===== src/rtl/mem_writer.sv =====
// mem_writer: write-side controller for the parallel-read memory.
//
// Accepts signed words over a valid/ready stream and writes them to consecutive
// memory addresses starting at 0. Once the last word has reached the memory's
// registered parallel output, load_done is raised. New input is then refused
// until the consumer pulses release_buf_i.
//
// Optional feature: define MEM_WRITER_LAST_EN to add s_last_i. A handshake with
// s_last_i=1 ends the load early.
//
// Ports:
//   clk            rising-edge clock
//   reset_n        asynchronous active-low reset
//   s_valid_i      input word offered
//   s_ready_o      word accepted this cycle (depends on state only)
//   s_data_i       signed input word
//   s_last_i       final word of a short load (MEM_WRITER_LAST_EN only)
//   release_buf_i  consumer done with buffer, start a new load (FULL only)
//   wr_data_o      memory data_in (registered)
//   wr_addr_o      memory addr (registered)
//   wr_en_o        memory wr_en (registered)
//   load_done_o    whole load visible on the memory's parallel output
//   load_count_o   words written in the current or completed load

module mem_writer #(
  parameter int unsigned WIDTH   = 16,
  parameter int unsigned SIZE    = 64,
  parameter int unsigned LOGSIZE = 6
) (
  input  logic               clk,
  input  logic               reset_n,
  input  logic               s_valid_i,
  output logic               s_ready_o,
  input  logic [WIDTH-1:0]   s_data_i,
`ifdef MEM_WRITER_LAST_EN
  input  logic               s_last_i,
`endif
  input  logic               release_buf_i,
  output logic [WIDTH-1:0]   wr_data_o,
  output logic [LOGSIZE-1:0] wr_addr_o,
  output logic               wr_en_o,
  output logic               load_done_o,
  output logic [LOGSIZE:0]   load_count_o
);

  typedef enum logic [1:0] {StLoad, StDrain, StFull} state_e;

  localparam logic [LOGSIZE-1:0] PtrLast = LOGSIZE'(SIZE - 1);
  localparam logic [LOGSIZE-1:0] PtrOne  = LOGSIZE'(1);
  localparam logic [LOGSIZE:0]   CntOne  = (LOGSIZE + 1)'(1);

  state_e               state_q, state_d;
  logic [LOGSIZE-1:0]   ptr_q, ptr_d;
  logic [LOGSIZE:0]     cnt_q, cnt_d;
  logic                 drain_q, drain_d;
  // Keeps s_ready low for the first cycle after reset is released.
  logic                 arm_q;
  logic [WIDTH-1:0]     wr_data_q, wr_data_d;
  logic [LOGSIZE-1:0]   wr_addr_q, wr_addr_d;
  logic                 wr_en_q, wr_en_d;
  logic                 done_q, done_d;
  logic                 hs;
  logic                 last_word;

  assign s_ready_o = (state_q == StLoad) && arm_q;
  assign hs        = s_valid_i && s_ready_o;

`ifdef MEM_WRITER_LAST_EN
  assign last_word = (ptr_q == PtrLast) || s_last_i;
`else
  assign last_word = (ptr_q == PtrLast);
`endif

  always_comb begin
    state_d   = state_q;
    ptr_d     = ptr_q;
    cnt_d     = cnt_q;
    drain_d   = drain_q;
    wr_data_d = wr_data_q;
    wr_addr_d = wr_addr_q;
    wr_en_d   = 1'b0;
    // Registered one cycle behind FULL so it rises only after the parallel
    // output register has captured the final write.
    done_d    = (state_q == StFull) && !release_buf_i;

    unique case (state_q)
      StLoad: begin
        if (hs) begin
          wr_en_d   = 1'b1;
          wr_addr_d = ptr_q;
          wr_data_d = s_data_i;
          cnt_d     = cnt_q + CntOne;
          if (last_word) begin
            state_d = StDrain;
            drain_d = 1'b0;
          end else begin
            ptr_d = ptr_q + PtrOne;
          end
        end
      end
      StDrain: begin
        drain_d = 1'b1;
        if (drain_q) begin
          state_d = StFull;
        end
      end
      StFull: begin
        if (release_buf_i) begin
          state_d = StLoad;
          ptr_d   = '0;
          cnt_d   = '0;
        end
      end
      default: begin
        state_d = StLoad;
      end
    endcase
  end

  always_ff @(posedge clk or negedge reset_n) begin
    if (!reset_n) begin
      state_q   <= StLoad;
      ptr_q     <= '0;
      cnt_q     <= '0;
      drain_q   <= 1'b0;
      arm_q     <= 1'b0;
      wr_data_q <= '0;
      wr_addr_q <= '0;
      wr_en_q   <= 1'b0;
      done_q    <= 1'b0;
    end else begin
      state_q   <= state_d;
      ptr_q     <= ptr_d;
      cnt_q     <= cnt_d;
      drain_q   <= drain_d;
      arm_q     <= 1'b1;
      wr_data_q <= wr_data_d;
      wr_addr_q <= wr_addr_d;
      wr_en_q   <= wr_en_d;
      done_q    <= done_d;
    end
  end

  assign wr_data_o    = wr_data_q;
  assign wr_addr_o    = wr_addr_q;
  assign wr_en_o      = wr_en_q;
  assign load_done_o  = done_q;
  assign load_count_o = cnt_q;

endmodule


===== config.mk =====
export PLATFORM = sky130hd
export DESIGN_NAME = mem_writer
export DESIGN_NICKNAME = d
export VERILOG_FILES = /design/src/rtl/mem_writer.sv
export SDC_FILE = /design/constraint.sdc
export NUM_CORES = 1
export LEC_CHECK = 0
export CORE_UTILIZATION = 50
export DETAILED_ROUTE_END_ITERATION = 16
export MAX_ROUTING_LAYER = met4
export PLACE_DENSITY = 0.84
export SYNTH_ARGS = -nofsm -noshare
export SYNTH_HDL_FRONTEND = slang
export SYNTH_SLANG_ARGS = --single-unit

===== constraint.sdc =====
create_clock -name clk -period 2.7 [get_ports clk]
set_input_delay 0.54 -clock clk [delete_from_list [all_inputs] [get_ports clk]]
set_output_delay 0.54 -clock clk [all_outputs]
set_load 0.02 [all_outputs]

== After elaboration in Yosys (flattened, before gate mapping) ==
Cells that the tools add are included.

* Equality and inequality tests: 8
* $add $sub $neg: 2
* Muxes and demuxes: 17
* Reductions and logical operators: 12

{| class="wikitable"
|+ Operators with widths
! kind !! number
|-
| 2-to-1 mux 6 bit || 3
|-
| 2-to-1 mux 7 bit || 2
|-
| one-hot mux 7 bit (2 select lines) || 1
|-
| one-hot mux 6 bit (2 select lines) || 1
|-
| != test 2 bit, second input constant || 5
|-
| 2-to-1 mux 2 bit || 4
|-
| AND reduction 4 bit || 2
|-
| adder 7 x 1 -> 7 bit, second input constant || 1
|-
| adder 6 x 1 -> 6 bit, second input constant || 1
|-
| equality test 6 bit, second input constant || 1
|-
| one-hot mux 2 bit (3 select lines) || 1
|-
| AND reduction 3 bit || 2
|-
| 2-to-1 mux 1 bit || 4
|-
| nonzero test 2 bit || 2
|-
| logical AND 1 bit || 3
|-
| equality test 2 x 1 -> 1 bit, second input constant || 1
|-
| equality test 2 bit, second input constant || 1
|-
| logical NOT 2 bit || 1
|-
| one-hot mux 1 bit (2 select lines) || 1
|-
| AND reduction 2 bit || 1
|-
| logical NOT 1 bit || 1
|}

* Flip-flop bits (word level): 41
* Logic and storage cells: 48

== Longest topological paths before layout ==
Gate-level depths: netlist of the first run.

* Depth in word-level cells: 5
* Mapped depth: 9
* Gate-level depth less buffers: 5

== Worst setup path after synthesis of the first run ==
No wires, ideal clock.

* Path type: register to output
* Start: reg state_q[1]
* End: out s_ready_o
* Path slack: 0.993 ns
* Stages on the path, launching flop included: 3
* Required time: 2.160 ns
* Buffers on the path: 1
* Arrival: 1.167 ns
* Cells stage by stage: dfrtp_1 > clkbuf_1 > nor3b_1

* Word-level cells in the longest chain between the ends: 2

{| class="wikitable"
|+ Ends and longest elaborated chain
! what !! RTL line !! text
|-
| start: declaration || 52 || <nowiki>state_e state_q, state_d;</nowiki>
|-
| start signal: assignment || 122 || <nowiki>state_q <= StLoad;</nowiki>
|-
| start signal: assignment || 132 || <nowiki>state_q <= state_d;</nowiki>
|-
| logical NOT 2 bit || 65 || <nowiki>assign s_ready_o = (state_q == StLoad) && arm_q;</nowiki>
|-
| logical AND 1 bit || 65 ||
|-
| end: declaration || 33 || <nowiki>output logic s_ready_o,</nowiki>
|}

No other way between the ends.

== Worst setup path after layout of the first run ==
* Start: reg state_q[0]
* End: out s_ready_o

The elaborated chain is that of the path after synthesis.

==> results of run 1 <==
-- layout by cell type, fill, tap and decap left out, types with 2 or more instances in the layout --
cell type,count
nand3_1,2
inv_1,3
a31oi_1,4
nor2_1,5
nand4_1,3
buf_4,2
clkdlybuf4s50_1,50
ha_1,2
a21oi_1,8
nand2b_1,2
nand2_1,72
o21ai_1,4
mux2i_1,2
o22ai_1,2
and3_1,3
a41oi_1,5
dfrtp_1,41
clkbuf_4,5
o21ai_0,8
-- power by group --
part,internal (µW),switching [µW],total (µW),leakage [µW]
registers,764,164,928,0.000505
logic,335,367,703,0.000564
clock network,221,181,402,0.0000455
-- logic make-up (layout without fill, tap and decap cells) --
logic type / after synthesis / after routing
compound gates: 35 / 35
mux: 2 / 2
flops: 41 / 41
buf+inv: 13 / 65
simple gates: 89 / 89
fa+ha+maj: 2 / 2
other cells: 1 / 1
-- worst max-delay path by stage --
stage	startpoint	to
after floorplan	state_q[1]	s_ready_o
after global placement	s_valid_i	load_count_o[5]
after detailed placement	s_valid_i	ptr_q[1]
after CTS	state_q[0]	s_ready_o
after global routing	state_q[0]	s_ready_o
final	state_q[0]	s_ready_o
-- state kept, by name, summed over array words and instances, names as in the netlist --
signal        flops
wr_data_o        16
load_count_o      7
ptr_q             6
wr_addr_o         6
state_q           2
arm_q             1
drain_q           1
load_done_o       1
wr_en_o           1
-- per-layer routing --
layer | up-vias | part of all wire, %
met1 | 689 | 48
met4 | 0 | 1.5
li1 | 716 | -
met5 | - | 0
met2 | 37 | 47
met3 | 7 | 4.0
-- metrics by stage --
step                      utilization, %  instance area (µm²)  power [µW]  worst slack [ns]
after floorplan                        -                 1780        1320             0.993
after global placement              67.4                 2270        1620             0.532
after detailed placement            67.4                 2270        1640             0.484
after CTS                           70.0                 2350        2050             0.422
after global routing                70.0                 2350        2180             0.377
final                               70.0                 2350        2030             0.465
-- cell type report --
| cell class | instances | area, µm² |
|---|---|---|
| repair buffers | 53 | 520 |
| flip-flops and latches | 41 | 1030 |
| multi-input cells | 129 | 647 |
| well taps | 46 | 57.6 |
| clock inverters | 1 | 30.0 |
| fillers | 286 | 1010 |
| inverters | 4 | 17.5 |
| clock buffers | 7 | 55.1 |
==> flow_metrics.py, run 1 <==
metrics = {
    "critical_path": {
        "cp_cell_sequence": "nor3b_1 > clkdlybuf4s50_1",
        "r2r_slack_ns": 0.88,
        "crit_type": "flop to output pin",
        "r2r_end": "ptr_q[1]",
        "rr_startpoint": "state_q[0]",
        "cp_slowest_cell": "clkdlybuf4s50_1",
        "path_buf_inv": 1,
        "slowest_delay_ns": 0.64,
        "crit_path_end_kind": "output pin",
        "cp_num_cells": 2,
        "critPathTopFamily": "buffers and inverters",
        "arrival_ns": 1.69,
        "worst_ep_required_time_ns": 2.16,
        "cp-start-kind": "flop",
        "crit_path_max_fanout": 9,
        "rr_worst_depth": 5,
    },
    "logic_synthesis": {
        "synth_top_family_by_area": "simple AND/OR/NAND/NOR gates",
        "yosysWarningCount": 0,
        "synth.most_common_cell": "nand2_1",
        "synth_ff_type": "dfrtp_1",
        "synth.area.top_cells": "dfrtp_1, nand2_1, a41oi_1, a21oi_1, buf_12",
        "synthMuxAreaShare_pct": 1.13,
        "synth_seq_cells": 41,
        "synthTopCellsByCount": "nand2_1, dfrtp_1, a21oi_1, o21ai_0",
        "synth_seq_area_share_pct": 57.7,
        "synth-simple-area-share_pct": 20.7,
        "netlist_instances": 183,
        "netlist_area_um2": 1780,
        "yosysUniqueCellTypes": 29,
        "avgSynthCellArea_um2": 9.71,
        "synth_edf_count": 0,
        "synth_xor_area_share_pct": 0,
        "asyncSetResetFlopFracSynth_pct": 100,
        "synth_compound_area_share_pct": 13.0,
        "yosysTopAreaCell": "dfrtp_1",
        "yosys.area_share.adder_pct": 1.41,
        "yosys.area.top_type_share_pct": 57.7,
        "syn_nets": 205,
    },
    "global_route": {
        "gr-usage-all-layers_pct": 21.1,
        "grt_pass1_wl_um": 5670,
        "grt.busiest_layer": "met2",
        "use_met3_pct": 5.67,
        "grt_overflow": 0,
        "met2_usage_pct": 31.6,
        "grt_pass1_vias": 1311,
        "grt.met1_usage_pct": 28.2,
        "antenna_found_initial": 0,
        "grt_max_degree": 42,
    },
    "clock_network": {
        "tritoncts": "yes",
        "clkSinkCount": 41,
        "cts_setup_buffers": 0,
        "root_buffer": "clkbuf_4",
        "cts_made_buffers": 5,
        "clk-insertion-delay-late_ns": 0.33,
        "clkSlewWorstSetupHoldPaths_ns": 0.12,
        "clk_path_buf_depth": 2,
        "cts_max_level": 2,
        "ctsHoldBuffers": 0,
        "cts-resized-gates": 0,
    },
    "finish": {
        "final_cell_count_no_fill": 281,
        "drive_gt1_share_pct": 5.96,
        "fin_nets": 256,
        "antenna_cells": 0,
        "syn2layout_area_growth_pct": 32.5,
    },
    "route": {
        "ant_nets": 0,
        "wl_per_cell_um": 12.2,
        "drtPass1Iterations": 4,
        "vias_per_cell": 5.16,
        "drt_iter0_drc": 61,
        "drcViolationCount": 0,
        "drt-total-wl_um": 3430,
        "vias": 1449,
    },
    "sta": {
        "fin_skew_ns": 0.0116,
        "drv_slew": 0,
        "max_freq_mhz": 448,
        "slew_headroom_pct": 41.8,
        "finalSetupTns_ns": 0,
        "hold_viol_final": 0,
        "rsz0062_at_grt": "false",
        "min_period_over_period_pct": 82.8,
        "setup_viol": 0,
        "worst_pin_slew_ns": 0.872,
        "min_period_ns": 2.23,
        "whs_ns": 0.312,
    },
    "placement": {
        "hpwl_um": 2330,
        "gp_congestion": 0.781,
        "numPortBuffers": 51,
        "dp_cells": 273,
    },
    "floorplan": {
        "core_um2": 3360,
        "start_util_pct": 52.8,
        "die_x_um": 61.6,
        "die-area_um2": 3800,
        "rows": 21,
        "io_pins": 52,
        "die_h_um": 61.6,
    },
    "power_and_ir_drop": {
        "ir_worst_vdd_uv": 489,
        "power_density_nw_per_um2": 864,
        "power_leakage_uw": 0.00111,
    },
    "run": {
        "cap_violations": 0,
    },
    "outcome": {
        "status": "completed",
    },
    "hold_path": {
        "hold_class": "input port to async pin",
    },
}
Power figures use the tool's default switching activity.
==> run 2: changes to the inputs <==
- CORE_UTILIZATION: 50 -> 46
- PLACE_DENSITY: 0.84 -> 0.78
- clock period: 2.7 -> 2.2 ns (I/O delays scaled with it)
==> flow_metrics.py, run 2 (same netlist as run 1, synthesis figures left out) <==
metrics = {
    "global_route": {
        "grt_pass1_wl_um": 6270,
        "gr-usage-all-layers_pct": 20.3,
        "antenna_found_initial": 0,
        "grt_overflow": 0,
        "grt_pass1_vias": 1366,
        "grt_max_degree": 42,
    },
    "sta": {
        "min_period_over_period_pct": 92.5,
        "whs_ns": 0.106,
        "max_freq_mhz": 491,
        "min_period_ns": 2.04,
        "finalSetupTns_ns": 0,
        "hold_viol_final": 0,
        "drv_slew": 0,
        "fin_skew_ns": 0.00675,
        "setup_viol": 0,
        "rsz0062_at_grt": "false",
    },
    "critical_path": {
        "crit_path_end_kind": "output pin",
        "crit_type": "flop to output pin",
        "worst_ep_required_time_ns": 1.76,
        "r2r_end": "load_count_o[2]",
        "r2r_slack_ns": 0.51,
        "arrival_ns": 1.60,
        "crit_path_max_fanout": 9,
        "cp-start-kind": "flop",
        "rr_startpoint": "state_q[0]",
        "rr_worst_depth": 5,
    },
    "finish": {
        "final_cell_mix": "nand2_1, clkdlybuf4s50_1, dfrtp_1",
        "largest_reg_flops": 16,
        "fin_nets": 259,
        "syn2layout_area_growth_pct": 34.3,
        "antenna_cells": 0,
        "fillers": 332,
        "final_core_util_pct": 64.7,
        "drive_gt1_share_pct": 6.30,
        "fin_area_um2": 2390,
        "final_common_cell": "nand2_1",
    },
    "outcome": {
        "status": "completed",
    },
    "placement": {
        "numPortBuffers": 51,
        "placed_cell_area_um2": 2310,
        "hpwl_um": 2310,
        "gp_congestion": 0.771,
    },
    "clock_network": {
        "clkSinkCount": 41,
        "clkSlewWorstSetupHoldPaths_ns": 0.07,
        "cts_setup_buffers": 0,
        "clk-insertion-delay-late_ns": 0.28,
        "cts_made_buffers": 5,
        "cts_max_level": 2,
        "clk_path_buf_depth": 2,
        "ctsHoldBuffers": 0,
        "root_buffer": "clkbuf_8",
        "cts-resized-gates": 0,
        "tritoncts": "yes",
    },
    "hold_path": {
        "hold_class": "input port to async pin",
    },
    "floorplan": {
        "io_pins": 52,
        "die-area_um2": 4120,
        "die_h_um": 64.2,
        "die_x_um": 64.2,
        "core_um2": 3690,
        "rows": 22,
        "start_util_pct": 48.2,
    },
    "route": {
        "ant_nets": 0,
        "wl_per_cell_um": 12.1,
        "drt-total-wl_um": 3460,
        "vias_per_cell": 5.03,
        "drt_iter0_drc": 77,
        "drtPass1Iterations": 4,
        "vias": 1438,
        "drcViolationCount": 0,
    },
    "power_and_ir_drop": {
        "power_density_nw_per_um2": 1030,
        "ir_worst_vdd_uv": 557,
        "total_power_uw": 2450,
        "power_leakage_uw": 0.00113,
    },
    "run": {
        "cap_violations": 0,
    },
}
-- run 2: cell types whose count changed in the layout (fill, tap and decap cells not counted) --
cell / change
buf_12: +1
buf_4: +2
clkbuf_8: +4
bufinv_16: -1
clkbuf_4: -5
clkbuf_1: +2
-- run 2: critical path, cell delays in order, from the launching register on --
cell,delay (ns)
dfrtp_1,0.46
nor3b_1,0.22
clkdlybuf4s50_1,0.63
-- run 2: routing by layer --
| layer | up-vias | global-route usage [%] | share of wire (%) |
|---|---|---|---|
| li1 | 727 | - | - |
| met1 | 664 | 28.1 | 47 |
| met2 | 42 | 29.8 | 46 |
| met3 | 5 | 4.46 | 5.7 |
| met4 | 0 | 6.94 | 1.2 |
| met5 | - | - | 0 |
-- run 2: stage by stage --
step / worst slack [ns] / std cells
after floorplan: 0.593 / 183
after global placement: 0.245 / 278
after detailed placement: 0.203 / 278
after CTS: 0.140 / 286
after global routing: 0.0611 / 286
final: 0.164 / 286
-- run 2: power by group --
group          total, µW  internal, µW  switching [µW]
logic                861           417             444
clock network        452           225             227
registers           1140           940             202
-- run 2: layout make-up --
class / instances / area [µm²] / share of cell area (%)
flip-flops and latches: 41 / 1030 / 43.0
repair buffers: 56 / 556 / 23.3
well taps: 48 / 60.1 / 2.52
multi-input cells: 129 / 647 / 27.1
inverters: 4 / 17.5 / 0.734
clock buffers: 8 / 80.1 / 3.36
-- run 2: worst max path at each step --
stage / startpoint / endpoint / slack [ns]
after floorplan: state_q[1] / s_ready_o / 0.59
after global placement: s_valid_i / load_count_o[5] / 0.24
after detailed placement: s_valid_i / load_count_o[5] / 0.20
after CTS: state_q[1] / s_ready_o / 0.14
after global routing: state_q[1] / s_ready_o / 0.06
final: state_q[1] / s_ready_o / 0.16
